$ cat src/rtl/ifu_pkg.sv
// Shared defines for the fetch unit and its decoder.
// PC-mode codes and the long-opcode major value.
package ifu_pkg;

  localparam int IW = 16;

  localparam logic [2:0] pc_mode_normal = 3'b000;
  localparam logic [2:0] pc_mode_jump   = 3'b001;
  localparam logic [2:0] pc_mode_stop   = 3'b010;

  localparam logic [2:0] cu_long_begin  = 3'b111;

  typedef logic [IW-1:0] iword_t;

endpackage

$ cat src/rtl/ifu.sv
// Instruction fetch unit: fetch a word, issue one op,
// advance/jump/stop the PC from the decoder's pc_mode.
module ifu
  import ifu_pkg::*;
#(
  parameter int             PC_W     = 13,
  parameter logic [PC_W-1:0] RESET_PC = '0
) (
  input  logic            clk,
  input  logic            rst,
  input  logic            run,
  output logic            mem_req,
  output logic [PC_W-1:0] mem_addr,
  input  logic            mem_ack,
  input  logic [15:0]     mem_rdata,
  output logic [7:0]      op,
  output logic            op_valid,
  output logic [PC_W-1:0] operand,
  input  logic [2:0]      pc_mode,
  output logic [PC_W-1:0] pc,
  output logic            halted
);

  typedef enum logic [1:0] {
    s_idle,
    s_fetch,
    s_issue,
    s_halt
  } state_t;

  state_t          state_q, state_d;
  logic [PC_W-1:0] pc_q, pc_d;
  iword_t          ir_q, ir_d;

  // Long ops carry a sub-op in [12:8]; others use only the major.
  function automatic logic [7:0] op_byte(input iword_t w);
    if (w[15:13] == cu_long_begin)
      return w[15:8];
    return {w[15:13], 5'b00000};
  endfunction

  // Next state, next PC and instruction capture.
  always_comb begin
    state_d = state_q;
    pc_d    = pc_q;
    ir_d    = ir_q;
    unique case (state_q)
      s_idle: begin
        if (run)
          state_d = s_fetch;
      end
      s_fetch: begin
        if (mem_ack) begin
          ir_d    = mem_rdata;
          state_d = s_issue;
        end
      end
      s_issue: begin
        unique case (pc_mode)
          pc_mode_normal: begin
            pc_d    = pc_q + PC_W'(1);
            state_d = s_fetch;
          end
          pc_mode_jump: begin
            pc_d    = PC_W'(ir_q);
            state_d = s_fetch;
          end
          default: state_d = s_halt;
        endcase
      end
      s_halt: state_d = s_halt;
      default: state_d = s_idle;
    endcase
  end

  // State, PC and IR registers with synchronous reset.
  always_ff @(posedge clk) begin
    if (rst) begin
      state_q <= s_idle;
      pc_q    <= RESET_PC;
      ir_q    <= '0;
    end else begin
      state_q <= state_d;
      pc_q    <= pc_d;
      ir_q    <= ir_d;
    end
  end

  assign mem_req  = (state_q == s_fetch);
  assign mem_addr = pc_q;
  assign op_valid = (state_q == s_issue);
  assign op       = op_byte(ir_q);
  assign operand  = PC_W'(ir_q);
  assign pc       = pc_q;
  assign halted   = (state_q == s_halt);

endmodule

$ cat config.mk
export PLATFORM = sky130hd
export DESIGN_NAME = ifu
export DESIGN_NICKNAME = d
export VERILOG_FILES = /design/src/rtl/ifu_pkg.sv /design/src/rtl/ifu.sv
export SDC_FILE = /design/constraint.sdc
export NUM_CORES = 1
export LEC_CHECK = 0
export BUFFER_PORTS_ARGS = -buffer_cell sky130_fd_sc_hd__buf_4
export CORE_MARGIN = 4
export CORE_UTILIZATION = 35
export CTS_BUF_LIST = sky130_fd_sc_hd__clkbuf_2 sky130_fd_sc_hd__clkbuf_4 sky130_fd_sc_hd__clkbuf_8
export DETAILED_ROUTE_END_ITERATION = 16
export GPL_TIMING_DRIVEN = 0
export HOLD_SLACK_MARGIN = 0.1
export SYNTH_ARGS = -nofsm -noshare
export SYNTH_HDL_FRONTEND = slang
export SYNTH_SLANG_ARGS = --single-unit
export TNS_END_PERCENT = 1
$ cat constraint.sdc
create_clock -name clk -period 4 [get_ports clk]
set_clock_uncertainty 0.15 [all_clocks]
set_input_delay 0.6 -clock clk [delete_from_list [all_inputs] [get_ports clk]]
set_output_delay 0.6 -clock clk [all_outputs]
set_load 0.005 [all_outputs]
### After elaboration in Yosys (flattened, before gate mapping)

Cells that the tools add are included.

| cells by class | value |
|---|---|
| $add $sub $neg | 1 |
| equal/unequal tests | 7 |
| mux-type cells | 8 |
| reduce and logical (&&, ||, !) cells | 7 |

Operators with widths:

| cell | count |
|---|---|
| 13-bit one-hot mux with 2 select lines | 1 |
| 8-bit 2-to-1 mux | 2 |
| 13-bit by 1-bit adder with 13-bit output (second input constant) | 1 |
| 2-bit one-hot mux with 4 select lines | 1 |
| 2-bit 2-to-1 mux | 3 |
| 2-bit AND reduction | 3 |
| 2-bit == test (second input constant) | 2 |
| 3-bit by 1-bit == test with 1-bit output (second input constant) | 1 |
| 3-bit == test (second input constant) | 1 |
| 3-bit zero test | 1 |
| 2-bit by 1-bit == test with 1-bit output (second input constant) | 1 |
| 2-bit zero test | 1 |
| 2-bit by 1-bit inequality test with 1-bit output (second input constant) | 1 |
| 2-bit inequality test (second input constant) | 1 |
| 2-bit nonzero test | 1 |
| 2-bit OR reduction | 1 |
| 1-bit 2-to-1 mux | 1 |

| storage, ports and cells | value |
|---|---|
| bits in registers | 31 |
| word-level logic and storage cells | 26 |

### Depth between registers and ports, before layout

Gate-level depths: netlist (run 1).

| depth | value |
|---|---|
| word-level depth | 4 |
| depth in mapped cells | 6 |

### Least setup slack after synthesis (run 1)

Ideal clock, no wire load.

| timing path | value |
|---|---|
| path kind | input-to-reg |
| start | input pc_mode[2] |
| end | register pc_q[10] (netlist: mem_addr[10]) |
| library setup time | 0.086 ns |
| arrival | 1.746 ns |
| path slack | 2.018 ns |
| cell stages on the path | 5 |
| buffers on the path | 1 |
| path through | or4b_4 -> buf_6 -> nor3_2 -> nand3_1 -> a221oi_2 |

| on the way | value |
|---|---|
| cells in the longest elaborated chain, start to end | 3 |
| elaborated cells on any way between the ends | 5 |
| classes of those cells | 1 x eq/ne; 1 x mux; 3 x reduce/logical |

RTL lines:

| element | RTL line | source |
|---|---|---|
| start: declaration | ifu.sv:19 | `input logic [2:0] pc_mode,` |
| 3-bit by 1-bit == test with 1-bit output or 3-bit zero test (tied branches) | ifu.sv:59 | `unique case (pc_mode)` |
| 2-bit nonzero test (no source line) | - |  |
| 2-bit AND reduction (no source line) | - |  |
| end signal: assignment | ifu.sv:84 | `pc_q <= pc_d;` |
| end: declaration | ifu.sv:32 | `logic [PC_W-1:0] pc_q, pc_d;` |

Several ways; a longest one is shown, not always the timed one.
A chain may end at the register's enable or synchronous reset.

### Worst setup path in the final report (run 1)

Ends and elaborated chain as after synthesis.

==> flow_summary.yaml, run 1 <==
status:
  status: "finished clean"
floorplan:
  die_x_um: 75.4
  coreArea_um2: 4380
  die_area_um2: 5680
  start_util_pct: 36.2
  dieHeight_um: 75.4
  row_count: 24
  io_pins: 73
grt:
  antenna_found_initial: 0
  grt_pass1_vias: 1517
  grt_util_met2_pct: 26.5
  use_met1_pct: 21.7
  track_usage_pct: 16.7
  grt_max_degree: 11
  grtUsageMet3_pct: 5.15
  top_usage_layer: "met2"
  overflow: 0
  grt_pass1_wl_mm: 7.23
timing:
  setup_tns_ps: 0
  drv_slew: 0
  setup_viol: 0
  slew_headroom_pct: 67.3
  tightest_slew_ps: 490
  rsz0062_at_grt: "no"
  max_freq_ghz: 0.523
  hold_violations: 0
  fin_crit_ps: 1910
  timing.final.crit_share_pct: 47.8
detailed_routing:
  avgViaCountPerCell: 5.07
  drt-total-wl_mm: 4.63
  dr_total_vias: 1688
  firstDrtPassIters: 4
  drt_iter0_drc: 104
  drtAntennaViolNets: 0
  wl_per_cell_um: 13.9
  drc: 0
layout:
  finalInstanceArea_um2: 2300
  finalNonFillerCells: 333
  syn_to_final_growth_pct: 44.6
  fillCellCount: 439
  drive_above_1_share_pct: 36.7
  diodes: 0
  nNetsFinal: 304
min_path:
  hp-class: "reg2reg"
  worstHoldStart: "ir_q[13]"
placement:
  dpl.cell_count: 325
  dp_hpwl_mm: 3.47
  portBuffers: 72
  placed_cell_area_um2: 2190
  place_congestion: 0.807
clock_network:
  cts_made_buffers: 5
  cts.sinks: 31
  cts.clk_slew.worst_paths_ps: 60
  clk_latency_ps: 280
  cts_resized: 0
  cts.htree.levels: 2
  cts_setup_buffers: 0
  cts_tree: "done"
  clockRootBuffer: "clkbuf_8"
  ctsHoldBuffers: 0
  cts_max_path_buffers: 2
setup_path:
  worstPathArrival_ps: 1960
  cp-startpoint: "pc_mode[2]"
  worstPathCellList: "buf_4 > or4b_4 > buf_6 > nor3_2 > nand3_1 > a221oi_2"
  critPathMaxStageDelay_ps: 510
  worst-path-buf-inv: 2
  crit_fanout: 9
  crit_required_ps: 4040
  crit_type: "in2reg"
  crit_family: "simple AND/OR/NAND/NOR gates"
  end_kind: "register"
  critPathLaunchType: "input port"
  r2r-start: "state_q[0]"
  slowest_stage: "or4b_4"
synth:
  synth.top_cell.area_share_pct: 39.1
  syn_avg_cell_area_um2: 7.91
  synth-edff-count: 0
  synth.area.top_cells: "dfxtp_1 39%, a21oi_1 9.4%, nand2_1 9.2%, buf_4 7.1%, nand3_1 3.1%"
  synth-seq-cells: 31
  synth_cells: 201
  async_reset_ff_share_pct: 0
  synth_most_common_cell: "nand2_1"
  synthFlopType: "dfxtp_1"
  yosysTopAreaCell: "dfxtp_1"
  netlist_area_um2: 1590
  ys_types: 38
  seq_area_frac_synth_pct: 39.1
  synth_common_cells: "39 x nand2_1, 31 x dfxtp_1, 30 x a21oi_1"
  syn_nets: 225
  ys_warn_count: 0
run:
  max_cap_violations: 0
pwr:
  leakage_nw: 0.990
  max-vdd-ir-drop_uv: 156
  power_density_nw_per_um2: 302
## logic make-up after synthesis
family | count (synthesis) | synth area share [%]
adder cells (fa/ha/maj) | 1 | 0.787
AO/OA/AOI/OAI | 59 | 22.8
flip-flops | 31 | 39.1
AND/OR/NAND/NOR | 79 | 24.7
buffers and inverters | 31 | 12.6
## final timing paths
check	slack (ps)	endpoint	cells past startpoint
min reg2reg	320	ir_q[13]	2
min	320	ir_q[13]	2
max reg2reg	2090	mem_addr[10]	6
max	2090	mem_addr[10]	6
## stage by stage
step / hold slack (ps) / setup WS, ps / power [mW] / util (%)
after floorplan: 311 / 2020 / 0.374 / -
after global placement: 313 / 1820 / 0.422 / 50.1
after detailed placement: 315 / 1800 / 0.422 / 50.1
after CTS: 327 / 2080 / 0.702 / 52.4
after global routing: 346 / 1980 / 0.726 / 52.4
final: 324 / 2090 / 0.694 / 52.4
## layout make-up
class	instances	area [um2]	area share (%)
plain buffers	26	181	7.89
clock buffers	8	104	4.52
inverters	5	18.8	0.817
multi-input cells	139	768	33.4
flip-flops and latches	31	621	27.0
well taps	52	65.1	2.83
repair buffers	72	541	23.5
## worst min-delay path, delay by kind of cell, from the launching register on
kind | cells | cell delay (ps)
flip-flops | 1 | 320
AO/OA/AOI/OAI | 1 | 50
AND/OR/NAND/NOR | 1 | 60
## cell usage in the layout (no fill, tap or decap), types with 2 or more instances in the layout
cell	netlist	final
nand4_1	3	3
and2_1	6	6
nor2_1	3	3
nand3_1	10	10
inv_1	4	4
and4_1	2	2
buf_4	15	87
o22ai_1	7	7
clkbuf_8	0	7
and3_1	3	3
buf_6	3	3
clkbuf_1	7	7
o21ai_0	6	6
nand2_1	39	39
nor3_1	6	6
o32ai_1	2	2
a211oi_1	3	3
dfxtp_1	31	31
a221oi_1	2	2
a21oi_1	30	30
## layer usage
metal  wire length, um  part of all wire, %
met1              2060                   45
met2              2120                   46
met3               377                  8.1
met4                74                  1.6
met5                 0                    0
## flip-flops by register name, summed over array words and instances (netlist names)
signal    flops
ir_q         16
mem_addr     13
state_q       2
## power by group
| part | total, mW | switching, mW | internal, mW |
|---|---|---|---|
| logic | 0.0856 | 0.0400 | 0.0456 |
| clock network | 0.280 | 0.116 | 0.164 |
| registers | 0.329 | 0.0103 | 0.319 |
No activity file was read; power rests on OpenSTA's default activity.
==> inputs of run 2 (changes only) <==
==> constraint.sdc (replaced) <==
create_clock -name clk -period 1.9 [get_ports clk]
set_clock_uncertainty 0.15 [all_clocks]
set_input_delay 0.285 -clock clk [delete_from_list [all_inputs] [get_ports clk]]
set_output_delay 0.285 -clock clk [all_outputs]
set_load 0.005 [all_outputs]
==> flow_summary.yaml, run 2 (same netlist as run 1, synthesis figures left out) <==
status:
  status: "finished clean"
pwr:
  netSwitchingFraction_pct: 24.0
  intPower_mw: 1.13
  p_switching_mw: 0.356
  power_density_nw_per_um2: 611
  p_total_mw: 1.49
  max-vdd-ir-drop_uv: 334
  clock_power_share_pct: 39.7
  leakage_nw: 1.04
  combPwrFrac_pct: 13.7
  seqPwrFrac_pct: 46.7
setup_path:
  critPathLaunchType: "register"
  worstPathArrival_ps: 1930
  worstPathCellList: "buf_6 > or4b_4 > buf_6 > nor3_2 > nand3_1 > a221oi_2"
  worst-path-buf-inv: 2
  crit_required_ps: 1940
  r2r_cells: 6
  crit_fanout: 9
  crit_type: "reg2reg"
  end_kind: "register"
  slowest_stage: "or4b_4"
  path_common_cell: "buf_6"
  critPathMaxStageDelay_ps: 530
  reg2reg_slack_ps: 20
  crit_family: "simple AND/OR/NAND/NOR gates"
  cp_num_cells: 6
grt:
  overflow: 0
  grt_max_degree: 11
  grt_util_met2_pct: 28.3
  grt_pass1_wl_mm: 7.48
  grtUsageMet3_pct: 4.75
  antenna_found_initial: 0
  grt_pass1_vias: 1572
  track_usage_pct: 17.2
  top_usage_layer: "met2"
  use_met1_pct: 21.8
layout:
  fillCellCount: 414
  mostFrequentLayoutCells: "87 x buf_4, 39 x nand2_1, 31 x dfxtp_1, 30 x a21oi_1, 13 x dlygate4sd3_1"
  drive_above_1_share_pct: 35.4
  multi_input_area_um2: 771
  register_area_um2: 621
  finalInstanceArea_um2: 2430
  syn_to_final_growth_pct: 53.0
  regMostFlops: "ir_q"
  final_common_cell: "buf_4"
  largest_reg_flops: 16
  diodes: 0
  fin_util_pct: 55.5
  nNetsFinal: 317
  finalNonFillerCells: 346
floorplan:
  row_count: 24
  die_area_um2: 5680
  dieHeight_um: 75.4
  io_pins: 73
  die_x_um: 75.4
  start_util_pct: 36.2
  coreArea_um2: 4380
clock_network:
  cts.sinks: 31
  cts_made_buffers: 5
  cts_tree: "done"
  clockRootBuffer: "clkbuf_8"
  cts_max_path_buffers: 2
  cts.clk_slew.worst_paths_ps: 60
  cts_setup_buffers: 0
  clk_latency_ps: 280
  cts.htree.levels: 2
timing:
  hold_slack_ps: 105
  setup_tns_ps: 0
  tightest_slew_ps: 493
  setup_viol: 0
  fin_crit_ps: 1880
  slew_headroom_pct: 67.1
  timing.final.crit_share_pct: 99.1
  max_freq_ghz: 0.531
  rsz0062_at_grt: "yes"
  hold_violations: 0
  fin_ws_ps: 16.2
  drv_slew: 0
detailed_routing:
  firstDrtPassIters: 4
  wl_per_cell_um: 13.8
  drt_iter0_drc: 88
  dr_total_vias: 1751
  drtAntennaViolNets: 0
  drc: 0
  drt-total-wl_mm: 4.79
  avgViaCountPerCell: 5.06
placement:
  post-place-ws_ps: 0.716
  placed_cell_area_um2: 2190
  dpl.cell_count: 325
  place_congestion: 0.807
  dp_hpwl_mm: 3.47
  portBuffers: 72
min_path:
  hp-class: "in2reg"
  min_path_cells: 3
run:
  max_cap_violations: 0
run 2: changes by cell type in the layout (fill, tap and decap cells not counted):
cell and delta:
nor2_1 -1, dlygate4sd3_1 +13, nor2_2 +1
run 2: worst min-delay path, stage by stage:
cell     delay (ps)
buf_4           110
nand2_1          40
a21oi_1          50
run 2: layer usage:
layer | wire [um] | vias to the layer above
li1 | - | 891
met1 | 2080 | 787
met2 | 2250 | 64
met3 | 385 | 9
met4 | 74 | 0
met5 | 0 | -
run 2: timing repair:
action                     CTS  global route
pin swaps                    1             0
hold buffers                12             1
gates resized for setup      0             1
hold endpoints to repair    12             1
setup endpoints to repair    1            13
run 2: final cells by class:
| class | instances | area share, % |
|---|---|---|
| multi-input combinational | 139 | 31.7 |
| tap | 52 | 2.68 |
| inverter | 5 | 0.772 |
| sequential | 31 | 25.5 |
| timing repair buffer | 85 | 27.6 |
| clock buffer | 8 | 4.27 |
| buffer | 26 | 7.46 |
run 2: final timing paths:
check	from	end
worst min register to register	ir_q[13]	ir_q[13]
worst max-delay path	state_q[0]	mem_addr[10]
worst max register to register	state_q[0]	mem_addr[10]
worst min-delay path	mem_rdata[7]	ir_q[7]
run 2: power groups by stage:
| stage | clock [mW] | sequential, mW | combinational, mW |
|---|---|---|---|
| after floorplan | 0 | 0.703 | 0.0845 |
| after global placement | 0 | 0.708 | 0.181 |
| after detailed placement | 0 | 0.707 | 0.182 |
| after CTS | 0.602 | 0.693 | 0.202 |
| after global routing | 0.632 | 0.697 | 0.223 |
| final | 0.590 | 0.693 | 0.203 |
==> inputs of run 3 (changes only) <==
==> constraint.sdc (replaced) <==
create_clock -name clk -period 2.3 [get_ports clk]
set_clock_uncertainty 0.15 [all_clocks]
set_input_delay 0.345 -clock clk [delete_from_list [all_inputs] [get_ports clk]]
set_output_delay 0.345 -clock clk [all_outputs]
set_load 0.005 [all_outputs]
==> flow_summary.yaml, run 3 (same netlist as run 1, synthesis figures left out) <==
layout:
  fillCellCount: 438
  largest_reg_flops: 16
  diodes: 0
  mostFrequentLayoutCells: "87 x buf_4, 39 x nand2_1, 31 x dfxtp_1, 30 x a21oi_1, 10 x nand3_1"
  nNetsFinal: 305
  syn_to_final_growth_pct: 45.3
  drive_above_1_share_pct: 36.5
  regMostFlops: "ir_q"
  final_common_cell: "buf_4"
run:
  max_cap_violations: 0
setup_path:
  end_kind: "register"
  crit_type: "reg2reg"
  reg2reg_slack_ps: 390
  r2r_cells: 6
  worstPathArrival_ps: 1960
  timing.rr.end: "mem_addr[10]"
  crit_required_ps: 2340
  crit_fanout: 9
  critPathLaunchType: "register"
  cp-startpoint: "state_q[0]"
  r2r-start: "state_q[0]"
min_path:
  hp-class: "in2reg"
  hold_end: "ir_q[14]"
  min_path_cells: 3
  worstHoldStart: "mem_rdata[14]"
detailed_routing:
  dr_total_vias: 1717
  drt_iter0_drc: 102
  wl_per_cell_um: 13.9
  drtAntennaViolNets: 0
  avgViaCountPerCell: 5.14
  drc: 0
  drt-total-wl_mm: 4.63
  firstDrtPassIters: 4
timing:
  hold_slack_ps: 158
  fin_crit_ps: 1910
  slew_headroom_pct: 66.6
  max_freq_ghz: 0.523
  timing.final.crit_share_pct: 83.1
  setup_viol: 0
  setup_tns_ps: 0
  rsz0062_at_grt: "no"
  hold_violations: 0
  tightest_slew_ps: 500
  drv_slew: 0
grt:
  antenna_found_initial: 0
  grt_pass1_vias: 1522
  grt_max_degree: 11
  track_usage_pct: 16.7
  overflow: 0
  grt_pass1_wl_mm: 7.27
status:
  status: "finished clean"
floorplan:
  io_pins: 73
  dieHeight_um: 75.4
  row_count: 24
  die_area_um2: 5680
  coreArea_um2: 4380
  die_x_um: 75.4
  start_util_pct: 36.2
clock_network:
  cts_setup_buffers: 0
  cts_tree: "done"
  cts.clk_slew.worst_paths_ps: 60
  clk_latency_ps: 280
  cts_resized: 0
  cts_max_path_buffers: 2
  cts_made_buffers: 5
  cts.htree.levels: 2
  clockRootBuffer: "clkbuf_8"
  cts.sinks: 31
pwr:
  leakage_nw: 0.994
  power_density_nw_per_um2: 524
  max-vdd-ir-drop_uv: 271
placement:
  portBuffers: 72
  place_congestion: 0.807
  dp_hpwl_mm: 3.47
## run 3: cell count changes in the layout (fill, tap and decap cells not counted)
cell,change
nor2_1,+1
nor2_2,-1
dlygate4sd3_1,-12
## run 3: metrics by stage
stage / util, % / instance area, um2 / setup WS [ps] / cells / total power, mW
after floorplan: - / 1590 / 488 / 201 / 0.651
after global placement: 50.1 / 2190 / 375 / 325 / 0.734
after detailed placement: 50.1 / 2190 / 357 / 325 / 0.735
after CTS: 52.7 / 2310 / 383 / 334 / 1.22
after global routing: 52.7 / 2310 / 285 / 334 / 1.26
final: 52.7 / 2310 / 389 / 334 / 1.21
## run 3: final cells by class
type,instances,area [um2],share of cell area [%]
inverter,5,18.8,0.813
multi-input combinational,139,768,33.3
timing repair buffer,73,551,23.8
sequential,31,621,26.9
tap,52,65.1,2.82
clock buffer,8,104,4.50
buffer,26,181,7.86
## run 3: worst max-delay path by stage
stage	slack, ps	to	cells past startpoint
after floorplan	490	mem_addr[10]	6
after global placement	370	mem_addr[10]	6
after detailed placement	360	mem_addr[10]	6
after CTS	380	mem_addr[10]	6
after global routing	280	ir_q[10]	6
final	390	mem_addr[10]	6
## run 3: routing by layer
layer	part of all wire [%]	wire length (um)	track usage, %	vias up
li1	-	-	-	865
met1	44	2060	21.7	775
met2	45	2100	26.7	68
met3	8.7	404	5.01	9
met4	1.6	74	5.44	0
met5	0	0	0	-
## run 3: where the power goes
part           switching, mW  total [mW]  internal [mW]
registers             0.0178       0.573          0.555
clock network          0.202       0.487          0.285
logic                 0.0699       0.150         0.0804
total                  0.290        1.21          0.920
## run 3: repair_timing
action,in CTS,in global routing
setup endpoints to repair,0,0
hold endpoints to repair,1,0
hold buffers,1,0
## run 3: worst max-delay path: stages (launching register included)
cell	delay (ps)
dfxtp_1	310
buf_6	130
or4b_4	530
buf_6	150
nor3_2	160
nand3_1	110
a221oi_2	290
